$ cat src/rtl/ldst_sequencer.sv
// Control-step sequencer for the memory-format instructions ld, ldi and st.
// It fetches, decodes and executes one instruction per pass. Memory wait states are bounded by a bus timeout.
module ldst_sequencer #(
    parameter int               OPC_W   = 5,
    parameter logic [OPC_W-1:0] OPC_LD  = 5'b00000,
    parameter logic [OPC_W-1:0] OPC_LDI = 5'b00001,
    parameter logic [OPC_W-1:0] OPC_ST  = 5'b00010,
    parameter logic [OPC_W-1:0] ALU_ADD = 5'b00001,
    parameter int               TIMEOUT = 16
) (
    input  logic             clk,
    input  logic             clr,
    input  logic             run,
    input  logic [OPC_W-1:0] ir_opcode,
    input  logic             mem_ready,
    output logic             PCout,
    output logic             MARin,
    output logic             incPC,
    output logic             Zin,
    output logic             ZLowOut,
    output logic             PCin,
    output logic             read,
    output logic             write,
    output logic             MDRin,
    output logic             MDRout,
    output logic             IRin,
    output logic             Gra,
    output logic             Grb,
    output logic             Rin,
    output logic             Rout,
    output logic             BAout,
    output logic             Cout,
    output logic             Yin,
    output logic [OPC_W-1:0] alu_op,
    output logic             busy,
    output logic             instr_done,
    output logic             fault,
    output logic [3:0]       step
);

    localparam int CNT_W = (TIMEOUT > 1) ? $clog2(TIMEOUT + 1) : 1;
    localparam logic [CNT_W-1:0] CNT_LAST = CNT_W'((TIMEOUT > 0) ? TIMEOUT - 1 : 0);

    typedef enum logic [3:0] {
        S_IDLE = 4'd0, S_T0 = 4'd1, S_T1 = 4'd2, S_T2 = 4'd3, S_T3 = 4'd4,
        S_T4 = 4'd5, S_T5 = 4'd6, S_T6 = 4'd7, S_T7 = 4'd8, S_FAULT = 4'd15
    } state_t;

    typedef struct packed {
        logic pc_out, mar_in, inc_pc, z_in, zlow_out, pc_in, rd, wr;
        logic mdr_in, mdr_out, ir_in, gra, grb, r_in, r_out, ba_out, c_out, y_in;
        logic [OPC_W-1:0] alu;
        logic busy, done, st_wait, fault;
    } ctl_t;

    state_t           state, state_n;
    logic [OPC_W-1:0] op, op_n;
    logic [CNT_W-1:0] cnt, cnt_n;
    logic             wait_st, timeout_hit, op_legal;
    ctl_t             ctl;

    function automatic ctl_t decode(input state_t s, input logic [OPC_W-1:0] o);
        ctl_t c;
        c      = '0;
        c.busy = (s != S_IDLE) && (s != S_FAULT);
        case (s)
            S_T0: begin c.pc_out = 1'b1; c.mar_in = 1'b1; c.inc_pc = 1'b1; c.z_in = 1'b1; end
            S_T1: begin c.zlow_out = 1'b1; c.pc_in = 1'b1; c.rd = 1'b1; c.mdr_in = 1'b1; end
            S_T2: begin c.mdr_out = 1'b1; c.ir_in = 1'b1; end
            S_T3: begin c.grb = 1'b1; c.ba_out = 1'b1; c.y_in = 1'b1; end
            S_T4: begin c.c_out = 1'b1; c.z_in = 1'b1; c.alu = ALU_ADD; end
            S_T5: begin
                c.zlow_out = 1'b1;
                if (o == OPC_LDI) begin c.gra = 1'b1; c.r_in = 1'b1; c.done = 1'b1; end
                else c.mar_in = 1'b1;
            end
            S_T6: begin
                c.mdr_in = 1'b1;
                if (o == OPC_LD) c.rd = 1'b1;
                else begin c.gra = 1'b1; c.r_out = 1'b1; end
            end
            S_T7: begin
                c.mdr_out = 1'b1;
                if (o == OPC_ST) begin c.wr = 1'b1; c.st_wait = 1'b1; end
                else begin c.gra = 1'b1; c.r_in = 1'b1; c.done = 1'b1; end
            end
            S_FAULT: c.fault = 1'b1;
            default: ;
        endcase
        return c;
    endfunction

    // mem_ready is a completion strobe: a wait state holds its read/write
    // strobe until it samples mem_ready=1 at a rising edge; nothing is sent back.
    always_comb begin
        wait_st     = (state == S_T1) || (state == S_T6 && op == OPC_LD) ||
                      (state == S_T7 && op == OPC_ST);
        timeout_hit = (TIMEOUT > 0) && !mem_ready && (cnt == CNT_LAST);
        op_legal    = (ir_opcode == OPC_LD) || (ir_opcode == OPC_LDI) || (ir_opcode == OPC_ST);
        op_n        = (state == S_T3) ? ir_opcode : op;
        cnt_n       = (wait_st && !mem_ready && !timeout_hit) ? cnt + 1'b1 : '0;
        state_n     = state;
        case (state)
            S_IDLE:  state_n = run ? S_T0 : S_IDLE;
            S_T0:    state_n = S_T1;
            S_T1:    state_n = mem_ready ? S_T2 : (timeout_hit ? S_FAULT : S_T1);
            S_T2:    state_n = S_T3;
            S_T3:    state_n = op_legal ? S_T4 : S_FAULT;
            S_T4:    state_n = S_T5;
            S_T5:    state_n = (op == OPC_LDI) ? S_IDLE : S_T6;
            S_T6: begin
                if (op == OPC_LD) state_n = mem_ready ? S_T7 : (timeout_hit ? S_FAULT : S_T6);
                else              state_n = S_T7;
            end
            S_T7: begin
                if (op == OPC_ST) state_n = mem_ready ? S_IDLE : (timeout_hit ? S_FAULT : S_T7);
                else              state_n = S_IDLE;
            end
            S_FAULT: state_n = S_FAULT;
            default: state_n = S_FAULT;
        endcase
    end

    // Outputs are registered from the next state so they match the state register exactly.
    always_ff @(posedge clk) begin
        if (!clr) begin
            state <= S_IDLE;
            op    <= '0;
            cnt   <= '0;
            ctl   <= '0;
        end else begin
            state <= state_n;
            op    <= op_n;
            cnt   <= cnt_n;
            ctl   <= decode(state_n, op_n);
        end
    end

    assign {PCout, MARin, incPC, Zin, ZLowOut, PCin, read, write} =
        {ctl.pc_out, ctl.mar_in, ctl.inc_pc, ctl.z_in, ctl.zlow_out, ctl.pc_in, ctl.rd, ctl.wr};
    assign {MDRin, MDRout, IRin, Gra, Grb, Rin, Rout, BAout, Cout, Yin} =
        {ctl.mdr_in, ctl.mdr_out, ctl.ir_in, ctl.gra, ctl.grb, ctl.r_in, ctl.r_out,
         ctl.ba_out, ctl.c_out, ctl.y_in};
    assign alu_op = ctl.alu;
    assign busy   = ctl.busy;
    assign fault  = ctl.fault;
    assign step   = state;
    // The st write completes in the cycle memory answers, so done follows mem_ready there.
    assign instr_done = ctl.done | (ctl.st_wait & mem_ready);

endmodule
$ cat config.mk
export PLATFORM = sky130hd
export DESIGN_NAME = ldst_sequencer
export DESIGN_NICKNAME = d
export VERILOG_FILES = /design/src/rtl/ldst_sequencer.sv
export SDC_FILE = /design/constraint.sdc
export NUM_CORES = 1
export LEC_CHECK = 0
export BUFFER_PORTS_ARGS = -buffer_cell sky130_fd_sc_hd__buf_2
export CAP_MARGIN = 40
export CORE_AREA = 2 2 69 84
export CTS_CLUSTER_DIAMETER = 40
export DETAILED_ROUTE_END_ITERATION = 16
export DIE_AREA = 0 0 71 86
export MAX_ROUTING_LAYER = met4
export PLACE_DENSITY = 0.48
export REMOVE_ABC_BUFFERS = 1
export SLEW_MARGIN = 20
export SYNTH_ARGS = -nofsm -noshare
export SYNTH_HDL_FRONTEND = slang
export SYNTH_SLANG_ARGS = --single-unit
$ cat constraint.sdc
create_clock -name clk -period 4.8 [get_ports clk]
set_input_delay 0 -clock clk [delete_from_list [all_inputs] [get_ports clk]]
set_output_delay 0 -clock clk [all_outputs]
set_load 0.01 [all_outputs]
==> Word level (Yosys, flattened, before mapping) <==
Cells that the tools add are included.
{ "totals": {"regBits": 36, "out_inout_bits": 30} }
{ "op_classes": {"add_sub_neg": 1, "n_eq_ne": 25, "mux": 34, "n_bitwise": 2, "reduce_logical": 24} }
{ "ops": {"columns": ["op", "n"], "rows": [
  ["$pmux W4 S9", 1],
  ["$eq A4 B3 Y1 const B", 8],
  ["$mux W4", 8],
  ["$mux W1", 18],
  ["$eq A4 B2 Y1 const B", 4],
  ["$eq A5 B1 Y1 const B", 3],
  ["$eq A5 B2 Y1 const B", 3],
  ["$logic_not A5 Y1", 3],
  ["$eq A4 B4 Y1 const B", 3],
  ["$eq A4 B1 Y1 const B", 2],
  ["$reduce_or A2 Y1", 4],
  ["$logic_and A1 B1 Y1", 6],
  ["$mux W3", 2],
  ["$pmux W1 S2", 3],
  ["$reduce_and A2 Y1", 3],
  ["$add A5 B1 Y5 const B", 1],
  ["$eq A5 B4 Y1 const B", 1],
  ["$mux W5", 1],
  ["$logic_not A4 Y1", 1],
  ["$logic_or A1 B1 Y1", 4],
  ["$ne A4 B4 Y1 const B", 1],
  ["$reduce_bool A4 Y1", 1],
  ["$pmux W1 S3", 1],
  ["$logic_not A1 Y1", 2],
  ["2 further kinds", 2]
]} }

==> Longest topological paths before layout <==
{ "logic_depth": {"ltp_word": 9, "mapped_depth": 10, "mapped_depth_nobuf": 9} }

==> Worst setup path after synthesis <==
OpenSTA, ideal clock, no wires.
{ "synth_path": {"kind": "flip-flop to flip-flop", "from": "register cnt[0]", "to": "register ctl (netlist bit MARin)", "t_arrival_ns": 1.970, "required_time_ns": 4.699, "path_slack_ns": 2.729, "stages_incl_launch_ff": 10, "cell_sequence": "dfxtp_1 -> ha_1 -> and3_1 -> ha_1 -> nor2b_1 -> and4_2 -> nor3_1 -> buf_6 -> nand2_1 -> o41ai_1"} }
{ "synth_between": {"elab_chain_len": 8, "word_cells_on_any_way": 14} }
{ "synth_rtl": {"columns": ["item", "line_no", "rtl"], "rows": [
  ["start, declared", "58", "logic [CNT_W-1:0] cnt, cnt_n;"],
  ["start signal, assigned", "134", "cnt <= cnt_n;"],
  ["$eq A5 B4 Y1 (*)", "98", "timeout_hit = (TIMEOUT > 0) && !mem_ready && (cnt == CNT_LAST);"],
  ["$logic_and A1 B1 Y1 (*)", "98", null],
  ["$mux W3 or $mux W4 (tied branches)", "116, 112", null],
  ["$mux W4, on equally long branches (2 in series)", "116, 112", null],
  ["$pmux W4 S9 (*)", "103", "case (state)"],
  ["$eq A4 B3 Y1 or $eq A4 B1 Y1 (tied branches)", "66", "case (s)"],
  ["$pmux W1 S2 (*)", "66", null],
  ["end signal, assigned", "135", "ctl <= decode(state_n, op_n);"],
  ["end, declared", "60", "ctl_t ctl;"]
]} }
Mark *: on every way between the ends. The rest lies on a longest branch, timed or not.
A chain may end at the register's enable or synchronous reset.

==> Worst setup path in the final report <==
Same ends and word-level chain as after synthesis.

==> metrics.sh <==
DRCVIOLATIONCOUNT=0
P_SEQ_SHARE_PCT=43.5
TIMING.FINAL.SETUP_VIOLATIONS=0
YS_SEQ_ELEMENTS=31
COREAREA_MM2=0.00526
SYN_TO_FINAL_GROWTH_PCT=18.9
P_PER_AREA_mW_PER_MM2=405
CRIT-REG2REG-LAUNCH='cnt[0]$_SDFF_PN0_'
WORST_SLEW_PIN_SLEW_NS=0.612
CRITPATHARRIVALTIME_NS=2.53
TIMING.CLOCK.SKEW_NS=0.00878
WORSTSKEWPAIRLATENCY_NS=0.28
PORTBUFFERS=34
CLOCK_SINK_COUNT=31
REGTOREGSETUPSLACK_NS=2.45
ROUTEDWLPERCELL_UM=12.9
POSTROUTEANTENNANETS=0
DRIVE_ABOVE_1_SHARE_PCT=27.5
GRT_USE_TOTAL_PCT=12.1
CLOCK_SLEW_AT_THE_REGISTER_CLOCK_PINS_OF_THE_WORST_SETUP_AND_HOLD_PATHS_NS=0.07
INTERNAL_PWR_TOTAL_uW=498
DRT-PASS1-ITER-COUNT=4
FMAXACHIEVABLE_GHz=0.426
GRT_FIRST_PASS_WIRELENGTH_UM=5630
FINAL_MIN_PERIOD_OVER_CLOCK_PERIOD_PCT=48.9
CRITICAL_PATH_CLASS='reg2reg'
GP_ROUTABILITY_CONGESTION=0.780
PEAK_SUPPLY_DROP_mV=0.154
LEAKAGEPOWER_uW=0.000803
INITIAL_UTILIZATION_PCT=28.9
SYNTHARSTFLOPSHARE_PCT=0
SHARE_COMB_OF_TOTAL_POWER_PCT=25.7
CP-START-KIND='flop'
ENDPOINT='MARin$_SDFF_PN0_'
POST-SYNTH-TOP-COUNT-CELL='sky130_fd_sc_hd__dfxtp_1'
SYNTH.AVG_CELL_AREA_UM2=9.06
HOLD_CLASS='in2reg'
SYNTHESIS.AREA_MM2=0.00152
CTS_ROOT_BUFFER='sky130_fd_sc_hd__clkbuf_8'
DIE_X_UM=71
REPORT.POWER.TOTAL_uW=733
DR_TOTAL_VIAS=1281
BOUNDARYPINS=39
LEADING_CELL_TYPES_BY_TOTAL_AREA_AFTER_SYNTHESIS='sky130_fd_sc_hd__dfxtp_1 (41%), sky130_fd_sc_hd__buf_4 (4.4%), sky130_fd_sc_hd__nand2_1 (3.7%)'
YOSYS_WARNINGS=0
TRITONCTS='yes'
CTS_BUFFERS=5
PLACEMENTROWS=29
SEQ_AREA_FRAC_SYNTH_PCT=40.8
SYNTH_EDF_COUNT=0
FIN_CRIT_NS=2.35
POSTSYNTHCELLCOUNT=168
DRT_FIRST_ITER_VIOLATIONS=39
SLEW-LIMIT-HEADROOM_PCT=59.1
NET-SWITCHING-POWER_uW=235
CTS.REPAIR_TIMING.SETUP_BUFFER_COUNT=0
SETUP-TNS-FINAL_NS=0
CTSHTREEMAXLEVEL=2
GRT.OVERFLOW.TOTAL=0
POWER_FRAC_CLOCK_PCT=30.8
FIRST_GLOBAL_VIAS=1204
MAXIMUM_NUMBER_OF_PINS_ON_ONE_NET_BEFORE_GLOBAL_ROUTE_REPAIR=17
SYNTH.DISTINCT_CELLS=51
FINALWIRELENGTH_UM=3380
DESIGN.DIE.AREA_MM2=0.00611
ANTENNA_FOUND_INITIAL=0
DIE-HEIGHT_UM=86
END_KIND='flop'
RR_ENDPOINT='MARin$_SDFF_PN0_'
SYNTHFLOPTYPE='sky130_fd_sc_hd__dfxtp_1'
HOLD_START='ir_opcode[0]'
MAX_CAP_VIOL_COUNT=0
FF2FF_PATH_DEPTH=9
RSZ0062_AT_GRT='false'
MAX-CLOCK-PATH-BUFFERS=2
TIMING.FINAL.WS_SETUP_NS=2.45
NETLIST_TOP_CELLS_COUNT='sky130_fd_sc_hd__dfxtp_1 (31), sky130_fd_sc_hd__nand2_1 (15), sky130_fd_sc_hd__nor2_1 (11)'
FINAL_NETS=210
FINALHOLDVIOLCOUNT=0
ROUTED_VIA_DENSITY=4.89
N_ANTENNA_CELL=0
NETSWITCHINGFRACTION_PCT=32.0
DPL.HPWL_UM=2480
YOSYSTOPAREACELL='sky130_fd_sc_hd__dfxtp_1'
PRECTSSETUPSLACK_NS=2.47
CRITICAL_PATH.MAX_FANOUT=8
RESULT_OF_THE_RUN='completed'
FINAL-MAX-SLEW-VIOLATION-COUNT=0
CRIT_REQUIRED_NS=4.98
CRIT_PATH_START='cnt[0]$_SDFF_PN0_'
YOSYS.AREA.TOP_TYPE_SHARE_PCT=40.8
per-stage QoR:
step	utilization [%]	hold slack, ns	area [µm²]	cells
floorplan	-	0.122	1420	154
global placement	31.7	0.271	1670	250
detailed placement	31.8	0.277	1680	251
CTS	34.4	0.0120	1810	262
global route	34.4	0.0332	1810	262
finish	34.4	0.0167	1810	262
flip-flops by register name, summed over array words and instances (netlist names):
name / count
MDRin: 1
PCin: 1
IRin: 1
Zin: 1
Rout: 1
alu_op: 1
op: 5
step: 4
fault: 1
ZLowOut: 1
incPC: 1
read: 1
Gra: 1
cnt: 5
MDRout: 1
ctl: 2
Yin: 1
busy: 1
MARin: 1
critical path, stage by stage, from the launching register on:
cell                      delay (ns)
sky130_fd_sc_hd__dfxtp_1        0.33
sky130_fd_sc_hd__ha_1           0.21
sky130_fd_sc_hd__and3_1         0.18
sky130_fd_sc_hd__ha_1           0.21
sky130_fd_sc_hd__nor2b_1        0.16
sky130_fd_sc_hd__and4_2         0.21
sky130_fd_sc_hd__nor3_1         0.31
sky130_fd_sc_hd__buf_2          0.25
sky130_fd_sc_hd__nand2_1        0.14
sky130_fd_sc_hd__o41ai_1        0.25
power groups by stage:
stage	Combinational (µW)	Sequential, µW	Clock, µW
6_report	188	319	226
5_1_grt	208	325	249
4_1_cts	190	319	235
3_5_place_dp	188	325	0
3_3_place_gp	190	325	0
2_1_floorplan	110	334	0
kinds of logic after synthesis:
group	count (synthesis)	synth area share [%]
fa+ha+maj	2	1.64
simple gates	73	29.9
flops	31	40.8
xor+xnor	2	1.15
other cells	1	0.246
buf+inv	25	9.21
compound gates	34	17.1
routing by layer:
metal	vias up	GRT usage [%]	share of wire (%)
li1	650	-	-
met1	595	14.8	47
met2	32	18.8	47
met3	4	4.00	5.3
met4	0	4.12	1.1
met5	-	-	0
layout make-up:
cell class | instances | area (µm²)
Clock buffer | 7 | 96.3
Clock inverter | 1 | 7.51
Fill cell | 542 | 3450
Inverter | 8 | 30.0
Multi-Input combinational cell | 115 | 772
Sequential cell | 31 | 621
Tap cell | 62 | 77.6
Timing Repair Buffer | 38 | 205
cells in the final DEF (no fill, tap or decap), types with 2 or more instances in the layout:
| cell type | n |
|---|---|
| sky130_fd_sc_hd__ha_1 | 2 |
| sky130_fd_sc_hd__nor4b_1 | 3 |
| sky130_fd_sc_hd__conb_1 | 4 |
| sky130_fd_sc_hd__nand3b_1 | 2 |
| sky130_fd_sc_hd__o211a_1 | 2 |
| sky130_fd_sc_hd__dlygate4sd3_1 | 3 |
| sky130_fd_sc_hd__nand4_1 | 2 |
| sky130_fd_sc_hd__a21boi_0 | 6 |
| sky130_fd_sc_hd__o41ai_1 | 3 |
| sky130_fd_sc_hd__a21oi_1 | 4 |
| sky130_fd_sc_hd__nor3_1 | 6 |
| sky130_fd_sc_hd__inv_1 | 8 |
| sky130_fd_sc_hd__and3_2 | 2 |
| sky130_fd_sc_hd__nor2_1 | 11 |
| sky130_fd_sc_hd__nand3_1 | 5 |
| sky130_fd_sc_hd__nand4b_1 | 2 |
| sky130_fd_sc_hd__or3_1 | 3 |
| sky130_fd_sc_hd__o31ai_1 | 3 |
| sky130_fd_sc_hd__clkbuf_8 | 7 |
| sky130_fd_sc_hd__buf_2 | 35 |
| sky130_fd_sc_hd__nor4_2 | 3 |
| sky130_fd_sc_hd__nor2b_1 | 2 |
| sky130_fd_sc_hd__and2_1 | 3 |
| sky130_fd_sc_hd__dfxtp_1 | 31 |
| sky130_fd_sc_hd__nand2_1 | 15 |
| sky130_fd_sc_hd__nand2b_1 | 2 |
| sky130_fd_sc_hd__o21ai_0 | 6 |
| sky130_fd_sc_hd__a21o_1 | 3 |
timing repair:
item,4_1_cts,5_1_grt
gates resized for setup,0,0
endpoints found under the hold margin,3,0
hold buffers,3,0
how the worst min path moves through the flow:
stage	end	depth (start not counted)	slack [ns]
after global placement	op[2]$_SDFF_PN0_	3	0.27
after global routing	op[0]$_SDFF_PN0_	3	0.03
after floorplan	step[1]$_SDFF_PN0_	1	0.12
after detailed placement	op[2]$_SDFF_PN0_	3	0.28
final	op[0]$_SDFF_PN0_	3	0.02
after CTS	op[0]$_SDFF_PN0_	3	0.01
No activity file was read; power rests on OpenSTA's default activity.
